## src/rtl/serial_code_converter_if.sv

```systemverilog
// Word-level handshake bundle for serial_code_converter: producer side (in_*)
// and consumer side (out_*) of one DIGITS-wide 4-bit-digit word.
interface serial_code_converter_if #(
   parameter int DIGITS = 4
);
   logic                  in_valid;
   logic                  in_ready;
   logic [4*DIGITS-1:0]   in_data;
   logic [1:0]            in_mode;
   logic                  out_valid;
   logic                  out_ready;
   logic [4*DIGITS-1:0]   out_data;
   logic                  out_err;

   modport master (
      output in_valid, in_data, in_mode, out_ready,
      input  in_ready, out_valid, out_data, out_err
   );

   modport slave (
      input  in_valid, in_data, in_mode, out_ready,
      output in_ready, out_valid, out_data, out_err
   );
endinterface

```

## src/rtl/serial_code_converter.sv

```systemverilog
// Converts a DIGITS-wide word one 4-bit digit per clock (BCD/XS3/Gray codes),
// flagging the word if any digit is out of range for the selected code.
module serial_code_converter #(
   parameter int DIGITS = 4
) (
   input logic                   clk,
   input logic                   rst_n,
   serial_code_converter_if.slave bus
);
   localparam int W  = 4 * DIGITS;
   localparam int CW = (DIGITS > 1) ? $clog2(DIGITS) : 1;
   localparam logic [CW-1:0] LAST = CW'(DIGITS - 1);

   typedef enum logic [1:0] {IDLE, CONV, DONE} state_t;

   state_t          state_q, state_d;
   logic [CW-1:0]   cnt_q, cnt_d;
   logic [W-1:0]    shift_q, shift_d;
   logic [W-1:0]    result_q, result_d;
   logic [1:0]      mode_q, mode_d;
   logic            err_q, err_d;
   logic [4:0]      conv_digit;

   // Returns {invalid, code}; an invalid digit is passed through unchanged.
   function automatic logic [4:0] convert(input logic [3:0] d, input logic [1:0] m);
      logic [4:0] r;
      r = {1'b1, d};
      case (m)
         2'b00:   if (d <= 4'd9) r = {1'b0, d + 4'd3};
         2'b01:   if ((d >= 4'd3) && (d <= 4'd12)) r = {1'b0, d - 4'd3};
         2'b10:   r = {1'b0, d ^ {1'b0, d[3:1]}};
         default: r = {1'b0, d[3], d[3] ^ d[2], d[3] ^ d[2] ^ d[1], ^d};
      endcase
      return r;
   endfunction

   always_comb begin
      state_d    = state_q;
      cnt_d      = cnt_q;
      shift_d    = shift_q;
      result_d   = result_q;
      mode_d     = mode_q;
      err_d      = err_q;
      conv_digit = convert(shift_q[3:0], mode_q);

      case (state_q)
         IDLE: begin
            if (bus.in_valid) begin
               shift_d = bus.in_data;
               mode_d  = bus.in_mode;
               err_d   = 1'b0;
               cnt_d   = '0;
               state_d = CONV;
            end
         end
         CONV: begin
            // The shift register always presents the current digit at [3:0].
            for (int i = 0; i < DIGITS; i++) begin
               if (cnt_q == CW'(i)) result_d[i*4 +: 4] = conv_digit[3:0];
            end
            err_d   = err_q | conv_digit[4];
            shift_d = shift_q >> 4;
            if (cnt_q == LAST) begin
               state_d = DONE;
            end else begin
               cnt_d = cnt_q + CW'(1);
            end
         end
         DONE: begin
            if (bus.out_ready) state_d = IDLE;
         end
         default: state_d = IDLE;
      endcase
   end

   always_ff @(posedge clk or negedge rst_n) begin
      if (!rst_n) begin
         state_q  <= IDLE;
         cnt_q    <= '0;
         shift_q  <= '0;
         result_q <= '0;
         mode_q   <= 2'b00;
         err_q    <= 1'b0;
      end else begin
         state_q  <= state_d;
         cnt_q    <= cnt_d;
         shift_q  <= shift_d;
         result_q <= result_d;
         mode_q   <= mode_d;
         err_q    <= err_d;
      end
   end

   assign bus.in_ready  = (state_q == IDLE);
   assign bus.out_valid = (state_q == DONE);
   assign bus.out_data  = result_q;
   assign bus.out_err   = err_q;
endmodule

```

## src/flat_wrapper.sv

```systemverilog
// flat-port wrapper written by rule: the top's interface ports become plain ports
module serial_code_converter_flat 
#(
   parameter int DIGITS = 4
)
  (clk, rst_n, bus_in_valid, bus_in_data, bus_in_mode, bus_out_ready, bus_in_ready, bus_out_valid, bus_out_data, bus_out_err);
  serial_code_converter_if #(.DIGITS(DIGITS)) bus_i ();
  input logic clk;
  input logic rst_n;
  input wire logic [$bits(bus_i.in_valid)-1:0] bus_in_valid;
  input wire logic [$bits(bus_i.in_data)-1:0] bus_in_data;
  input wire logic [$bits(bus_i.in_mode)-1:0] bus_in_mode;
  input wire logic [$bits(bus_i.out_ready)-1:0] bus_out_ready;
  output wire logic [$bits(bus_i.in_ready)-1:0] bus_in_ready;
  output wire logic [$bits(bus_i.out_valid)-1:0] bus_out_valid;
  output wire logic [$bits(bus_i.out_data)-1:0] bus_out_data;
  output wire logic [$bits(bus_i.out_err)-1:0] bus_out_err;
  assign bus_i.in_valid = bus_in_valid;
  assign bus_i.in_data = bus_in_data;
  assign bus_i.in_mode = bus_in_mode;
  assign bus_i.out_ready = bus_out_ready;
  assign bus_in_ready = bus_i.in_ready;
  assign bus_out_valid = bus_i.out_valid;
  assign bus_out_data = bus_i.out_data;
  assign bus_out_err = bus_i.out_err;
  serial_code_converter #(.DIGITS(DIGITS)) u_core (.clk(clk), .rst_n(rst_n), .bus(bus_i));
endmodule
```

## config.mk

```make
export PLATFORM = sky130hd
export DESIGN_NAME = serial_code_converter_flat
export DESIGN_NICKNAME = d
export VERILOG_FILES = /design/src/rtl/serial_code_converter_if.sv /design/src/rtl/serial_code_converter.sv /design/src/flat_wrapper.sv
export SDC_FILE = /design/constraint.sdc
export NUM_CORES = 1
export LEC_CHECK = 0
export ABC_AREA = 1
export CORE_UTILIZATION = 50
export DETAILED_ROUTE_END_ITERATION = 10
export DONT_BUFFER_PORTS = 1
export SLEW_MARGIN = 20
export SYNTH_ARGS = -nofsm -noshare
export SYNTH_HDL_FRONTEND = slang
export SYNTH_SLANG_ARGS = --single-unit
export TNS_END_PERCENT = 100
```

## constraint.sdc

```tcl
create_clock -name clk -period 3.96 [get_ports clk]
set_clock_uncertainty 0.15 [all_clocks]
set_input_delay 0.792 -clock clk [delete_from_list [all_inputs] [get_ports clk]]
set_output_delay 0.792 -clock clk [all_outputs]
set_load 0.05 [all_outputs]
```

* Yosys cells after proc, flatten, opt, wreduce, memory -nomap -nowiden
Cells that the tools add are included.
** Storage, ports and cells
- Flip-flop bits (word level) :: 39
- Latch bits :: 0
- Memory bits (writable) :: 0
- Bits in read-only memories :: 0
- Output and inout bits :: 19
- Word-level logic and storage cells :: 58
- Memories kept :: 0
** Cells by class
- $add $sub $neg :: 3
- Multipliers :: 0
- Div/mod/pow operators :: 0
- $lt $le $gt $ge :: 3
- Equal/unequal tests :: 11
- Shift-type cells :: 0
- Mux-type cells :: 14
- Bitwise gates (word level) :: 4
- Reduce and logical (&&, ||, !) cells :: 14
** Operators with widths (count)
- 16-bit case mux with 2 select lines :: 1
- 16-bit two-way mux :: 1
- 5-bit case mux with 3 select lines :: 1
- 2-bit AND reduction :: 6
- 2-bit two-way mux :: 5
- 5-bit two-way mux :: 2
- 2-bit == test, second input constant :: 4
- 4-bit less-or-equal comparator, second input constant :: 2
- 2-bit by 1-bit == test with 1-bit output, second input constant :: 3
- 2-bit logical NOT :: 3
- 2-bit != test, second input constant :: 3
- 2-bit case mux with 3 select lines :: 1
- 3-bit AND reduction :: 2
- 4-bit by 2-bit adder with 4-bit output, second input constant :: 1
- 4-bit by 2-bit greater-or-equal comparator with 1-bit output, second input constant :: 1
- 2-bit case mux with 2 select lines :: 1
- 4-bit parity :: 1
- 4-bit by 2-bit subtractor with 4-bit output, second input constant :: 1
- 4-bit by 3-bit XOR with 4-bit output :: 1
- 2-bit by 1-bit adder with 2-bit output, second input constant :: 1
- 2-bit by 1-bit != test with 1-bit output, second input constant :: 1
- 1-bit case mux with 2 select lines :: 1
- 2-bit nonzero test :: 1
- 1-bit XOR :: 2
- 3 further kinds :: 3

* Depth between registers and ports, before layout
Gate-level depths: netlist of the first run.
- Word-level depth :: 6
- Depth in mapped cells :: 11
- Gate-level depth less buffers :: 11

* Worst setup path after synthesis of the first run
OpenSTA, ideal clock, no wires.
- Kind :: flip-flop to output port
- From :: reg u_core.state_q[1]
- To :: out bus_out_valid
- Arrival time :: 1.111 ns
- Data required time :: 3.018 ns
- Path slack :: 1.907 ns
- Stages on the path, launching flop included :: 3
- Cells stage by stage :: dfrtp_1 > inv_1 > nor2_1
** Between the ends
- Word-level cells in the longest chain between the ends :: 1
** Ends and longest elaborated chain
- from (decl) :: line serial_code_converter.sv:16 : state_t state_q, state_d;
- from (signal assigned) :: line serial_code_converter.sv:85 : state_q <= state_d;
- 2-bit == test :: line serial_code_converter.sv:95 : assign bus.out_valid = (state_q == DONE);
- to (decl) :: line flat_wrapper.sv:15 : output wire logic [$bits(bus_i.out_valid)-1:0] bus_out_valid;
No other way between the ends.

* Final worst setup path of the first run
Same ends and word-level chain as after synthesis.

==> results of run 1 <==
## sequential cells by signal (all words and copies together) (netlist names)
name,flops
u_core.shift_q,16
u_core.mode_q,2
u_core.bus.out_err,1
u_core.cnt_q,2
u_core.bus.out_data,16
u_core.state_q,2
## synthesized netlist by cell type (all sizes together)
cell	number	area share, %
nand2	96	18
dfrtp	39	44
inv	33	5.6
nand3	21	4.8
o21ai	20	5.8
ha	15	8.5
o211ai	12	5.0
buf	5	2.1
nor2	5	1.4
nand4	4	1.1
nand3b	3	1.0
xor2	3	1.2
a21oi	1	0.23
a22o	1	0.40
o31ai	1	0.34
## layout by cell type, fill, tap and decap left out
cell,synthesis,final
nor2_1,2,2
nand2_4,1,1
nor2_2,2,2
a22o_1,1,1
o21ai_2,4,4
inv_1,28,28
dfrtp_1,39,39
inv_2,5,5
nand3b_1,3,3
nor2_4,1,1
o211ai_2,4,4
clkinv_2,0,1
nand3_1,21,21
nand4_1,4,4
o31ai_1,1,1
clkbuf_8,0,5
nand2_2,4,4
ha_1,15,15
clkbuf_1,0,2
o21ai_0,7,7
o21ai_1,8,8
o21ai_4,1,1
o211ai_1,8,8
nand2_1,90,90
xor2_1,3,3
nand2_8,1,1
a21oi_1,1,1
## per-layer routing
| layer | vias up | track usage [%] |
|---|---|---|
| li1 | 835 | - |
| met1 | 746 | 26.7 |
| met2 | 36 | 32.2 |
| met3 | 6 | 6.50 |
| met4 | 0 | 6.77 |
| met5 | - | 0 |
## path summary, 6_finish.rpt
check,start,endpoint,cells past startpoint
max,u_core.state_q[1],bus_out_valid,2
min,rst_n,u_core.shift_q[3],0
max reg2reg,u_core.shift_q[1],u_core.bus.out_data[8],11
min reg2reg,u_core.shift_q[7],u_core.shift_q[7],2
max in group asynchronous,rst_n,u_core.state_q[0],0
min in group clk,u_core.shift_q[7],u_core.shift_q[7],2
## kinds of logic after synthesis
kind of cell / synth area share, %
DFF: 44.4
xor gates and xnor gates: 1.20
AOI/OAI and AO/OA: 11.7
adders and majority gates: 8.55
and+or+nand+nor: 26.3
buffers and inverters: 7.75
## final cells by class
class / count / area (um^2) / share of cell area (%)
tap: 50 / 62.6 / 2.73
clock buffer: 7 / 76.3 / 3.33
clock inverter: 1 / 5.00 / 0.218
sequential: 39 / 976 / 42.6
multi-input combinational: 182 / 1050 / 45.8
inverter: 33 / 124 / 5.40
## through the flow
| stage | area, um^2 | instances | utilization [%] |
|---|---|---|---|
| finish | 2290 | 312 | 55.7 |
| global route | 2290 | 312 | 55.7 |
| CTS | 2290 | 312 | 55.7 |
| detailed placement | 2210 | 304 | 53.8 |
| global placement | 2210 | 304 | 53.8 |
| floorplan | 2200 | 259 | - |
==> reports/results.ini, run 1 <==
[critical_path]
end_kind=primary output
critPathMaxFanout=3
crit_chain=inv_1 -> nor2_1
crit_type=register to primary output
cp.required_ns=3.02
worstPathArrival_ns=1.44
crit_family=simple AND/OR/NAND/NOR gates
start_kind=register
cpMaxStageDelayCell=nor2_1
max_stage_delay_ns=0.67
r2r_slack_ns=1.85
critPathBufInv=1

[final_layout]
fin_nets=298
fillers=415
drive_gt1_share_pct=11.1
area.growth.synth_to_final_pct=4.44
n_antenna_cell=0

[grt]
antenna_found_initial=0
grt_pass1_vias=1541
grt_max_degree=40
overflow=0
grt_usage_pct=20.6
grt_pass1_wl_mm=6.98

[floorplan]
fp.dieW_um=68.3
core_area_um2=4120
ios=41
die_area_um2=4660
fp-row-count=23
die_y_um=68.3
start_util_pct=53.4

[sta]
worst_slack_ns=1.57
finalHoldViolCount=0
min_period_ns=2.39
min_period_over_period_pct=60.2
rsz0062_at_grt=no
drv_slew=0
slew_headroom_pct=41.6
tightest_slew_ns=0.873
setup_viol=0
holdWs_ns=0.0403
tns_ns=0
fmax_ghz=0.419

[detailed_routing]
vias=1623
met3_wirelength_um=272
wl_met1_mm=2.03
wl_met2_mm=1.93
vias_per_cell=5.20
ant_nets=0
drcViolationCount=0
dr.pass1.iters=4
drtIter0Drc=76
wl_per_cell_um=13.7
drt_wl_total_mm=4.29
highest_layer=met4

[place]
hpwl_mm=3.04
portBuffers=0
pre_cts_slack_ns=1.87
routabilityCongestion=0.867

[cts]
worstSkewPairLatency_ns=0.29
clock_path_buffers=2
path_clk_slew_ns=0.07
cts_num_sinks=39
hold_buffers=0
ctsHtreeMaxLevel=2
cts-buffers-inserted=5
tritoncts=built
cts_setup_buffers=0
cts_resized=0
clock-root-buffer=clkbuf_8

[synth]
yosysSeqAreaShare_pct=44.4
synth.avg_cell_area_um2=8.48
synth-seq-cells=39
synth_warnings=0
syn-instance-count=259
syn-num-nets=296
synth_area_um2=2200
synthDistinctLibCells=27

[outcome]
run_status=complete, no violations

[job]
maxCapViolations=0

[hold_path]
holdCritPathClass=primary input to async pin

Power of run 1 is not shown: default switching activity piles up to over one toggle a cycle in this logic, so the estimate is an artifact.
==> run 2: changes to the inputs <==
clock period = 2.35 ns   (was 3.96 ns; I/O delays follow)
==> run 2 against run 1 <==
First-iteration DRC count up 45%. Setup slack lost 1.3 ns. Worst hold slack gained 0.087 ns. Utilization up 1.2 points. Via count up 0.43%. Sequential share of layout area shrank 0.86 points. Global-route usage is 0.22 points higher. Count of clock-buffer cells in the layout shrank 2. Flip-flop and latch count stayed put.
==> reports/results.ini, run 2 (same netlist as run 1, synthesis figures left out) <==
[outcome]
run_status=complete, no violations

[critical_path]
cp.required_ns=2.38
reg2reg_from=u_core.shift_q[2]
end_kind=register
r2r-end=u_core.bus.out_data[14]
reg2regPathDepth=10
start_kind=register
r2r_slack_ns=0.26
critPathMaxFanout=9
worstPathArrival_ns=2.12
crit_type=register to register

[hold_path]
holdCritPathClass=primary input to register
whs_endpoint=u_core.state_q[1]
hp-start=bus_out_ready
holdPathStages=1

[place]
placed_area_um2=2230
hpwl_mm=3.02
portBuffers=0
routabilityCongestion=0.854

[detailed_routing]
drtIter0Drc=110
ant_nets=0
drcViolationCount=0
drt_wl_total_mm=4.26
vias_per_cell=5.17
dr.pass1.iters=4
vias=1630
wl_per_cell_um=13.5

[cts]
ctsHtreeMaxLevel=2
cts_num_sinks=39
cts_resized=0
clock_path_buffers=2
clock-root-buffer=clkbuf_8
tritoncts=built
worstSkewPairLatency_ns=0.29
cts-buffers-inserted=5
path_clk_slew_ns=0.07

[sta]
min_period_over_period_pct=89.0
rsz0062_at_grt=no
tns_ns=0
fmax_ghz=0.478
finalHoldViolCount=0
tightest_slew_ns=0.503
min_period_ns=2.09
slew_headroom_pct=66.4
setup_viol=0
holdWs_ns=0.127
drv_slew=0

[final_layout]
final_util_pct=56.9
fillers=387
drive_gt1_share_pct=12.5
fin_nets=303
final_cell_mix=nand2_1 (90), dfrtp_1 (39), inv_1 (28)
design_area_um2=2340
n_antenna_cell=0
area.growth.synth_to_final_pct=6.61
layout_commonest_cell=nand2_1

[job]
maxCapViolations=0

[grt]
antenna_found_initial=0
grt_max_degree=40
overflow=0
grt_pass1_wl_mm=6.93
grt_usage_pct=20.8
grt_pass1_vias=1455

[floorplan]
start_util_pct=53.4
fp-row-count=23
die_area_um2=4660
core_area_um2=4120
die_y_um=68.3
fp.dieW_um=68.3
ios=41

[run 2: metal layers]
layer / track usage [%] / part of all wire [%] / routed length (um)
met5: 0 / 0 / 0
met4: 8.33 / 1.3 / 57
met3: 6.67 / 6.4 / 272
met2: 30.3 / 43 / 1830
met1: 28.3 / 49 / 2090
[run 2: cell type report]
type                       count  area [um^2]  share of cell area, %
clock buffer                   5         68.8                   2.94
clock inverter                 1         7.51                  0.321
inverter                      33          124                   5.29
multi-input combinational    182         1050                   44.8
sequential                    39          976                   41.7
tap                           50         62.6                   2.67
timing repair buffer           5         52.6                   2.24
[run 2: worst max-delay path by stage]
stage          cells past startpoint                 endpoint         startpoint  slack [ns]
2_1_floorplan                      2            bus_out_valid  u_core.state_q[1]        0.62
3_3_place_gp                       9  u_core.bus.out_data[13]  u_core.shift_q[2]        0.29
3_5_place_dp                      10   u_core.bus.out_data[2]  u_core.shift_q[2]        0.30
4_1_cts                           10   u_core.bus.out_data[2]  u_core.shift_q[2]        0.30
5_1_grt                           10  u_core.bus.out_data[14]  u_core.shift_q[2]        0.06
6_report                          10  u_core.bus.out_data[14]  u_core.shift_q[2]        0.26
[run 2: through the flow]
| stage | instances | setup WS [ns] |
|---|---|---|
| floorplan | 259 | 0.619 |
| global placement | 307 | 0.290 |
| detailed placement | 307 | 0.304 |
| CTS | 315 | 0.299 |
| global route | 315 | 0.0636 |
| finish | 315 | 0.259 |
[run 2: repair_timing]
item,in CTS,in global routing
hold buffers,2,0
endpoints found under the hold margin,39,0
buffers inserted,0,0
[run 2: critical path, cell delays in order, from the launching register on]
cell,delay (ns)
dfrtp_1,0.47
inv_1,0.22
ha_1,0.25
nand2_1,0.06
nand2_1,0.11
nand2_2,0.13
nand2_1,0.07
nand3_1,0.11
nand4_1,0.24
nand2_1,0.13
nand2_1,0.06
Power of run 2 is left out for the same reason.
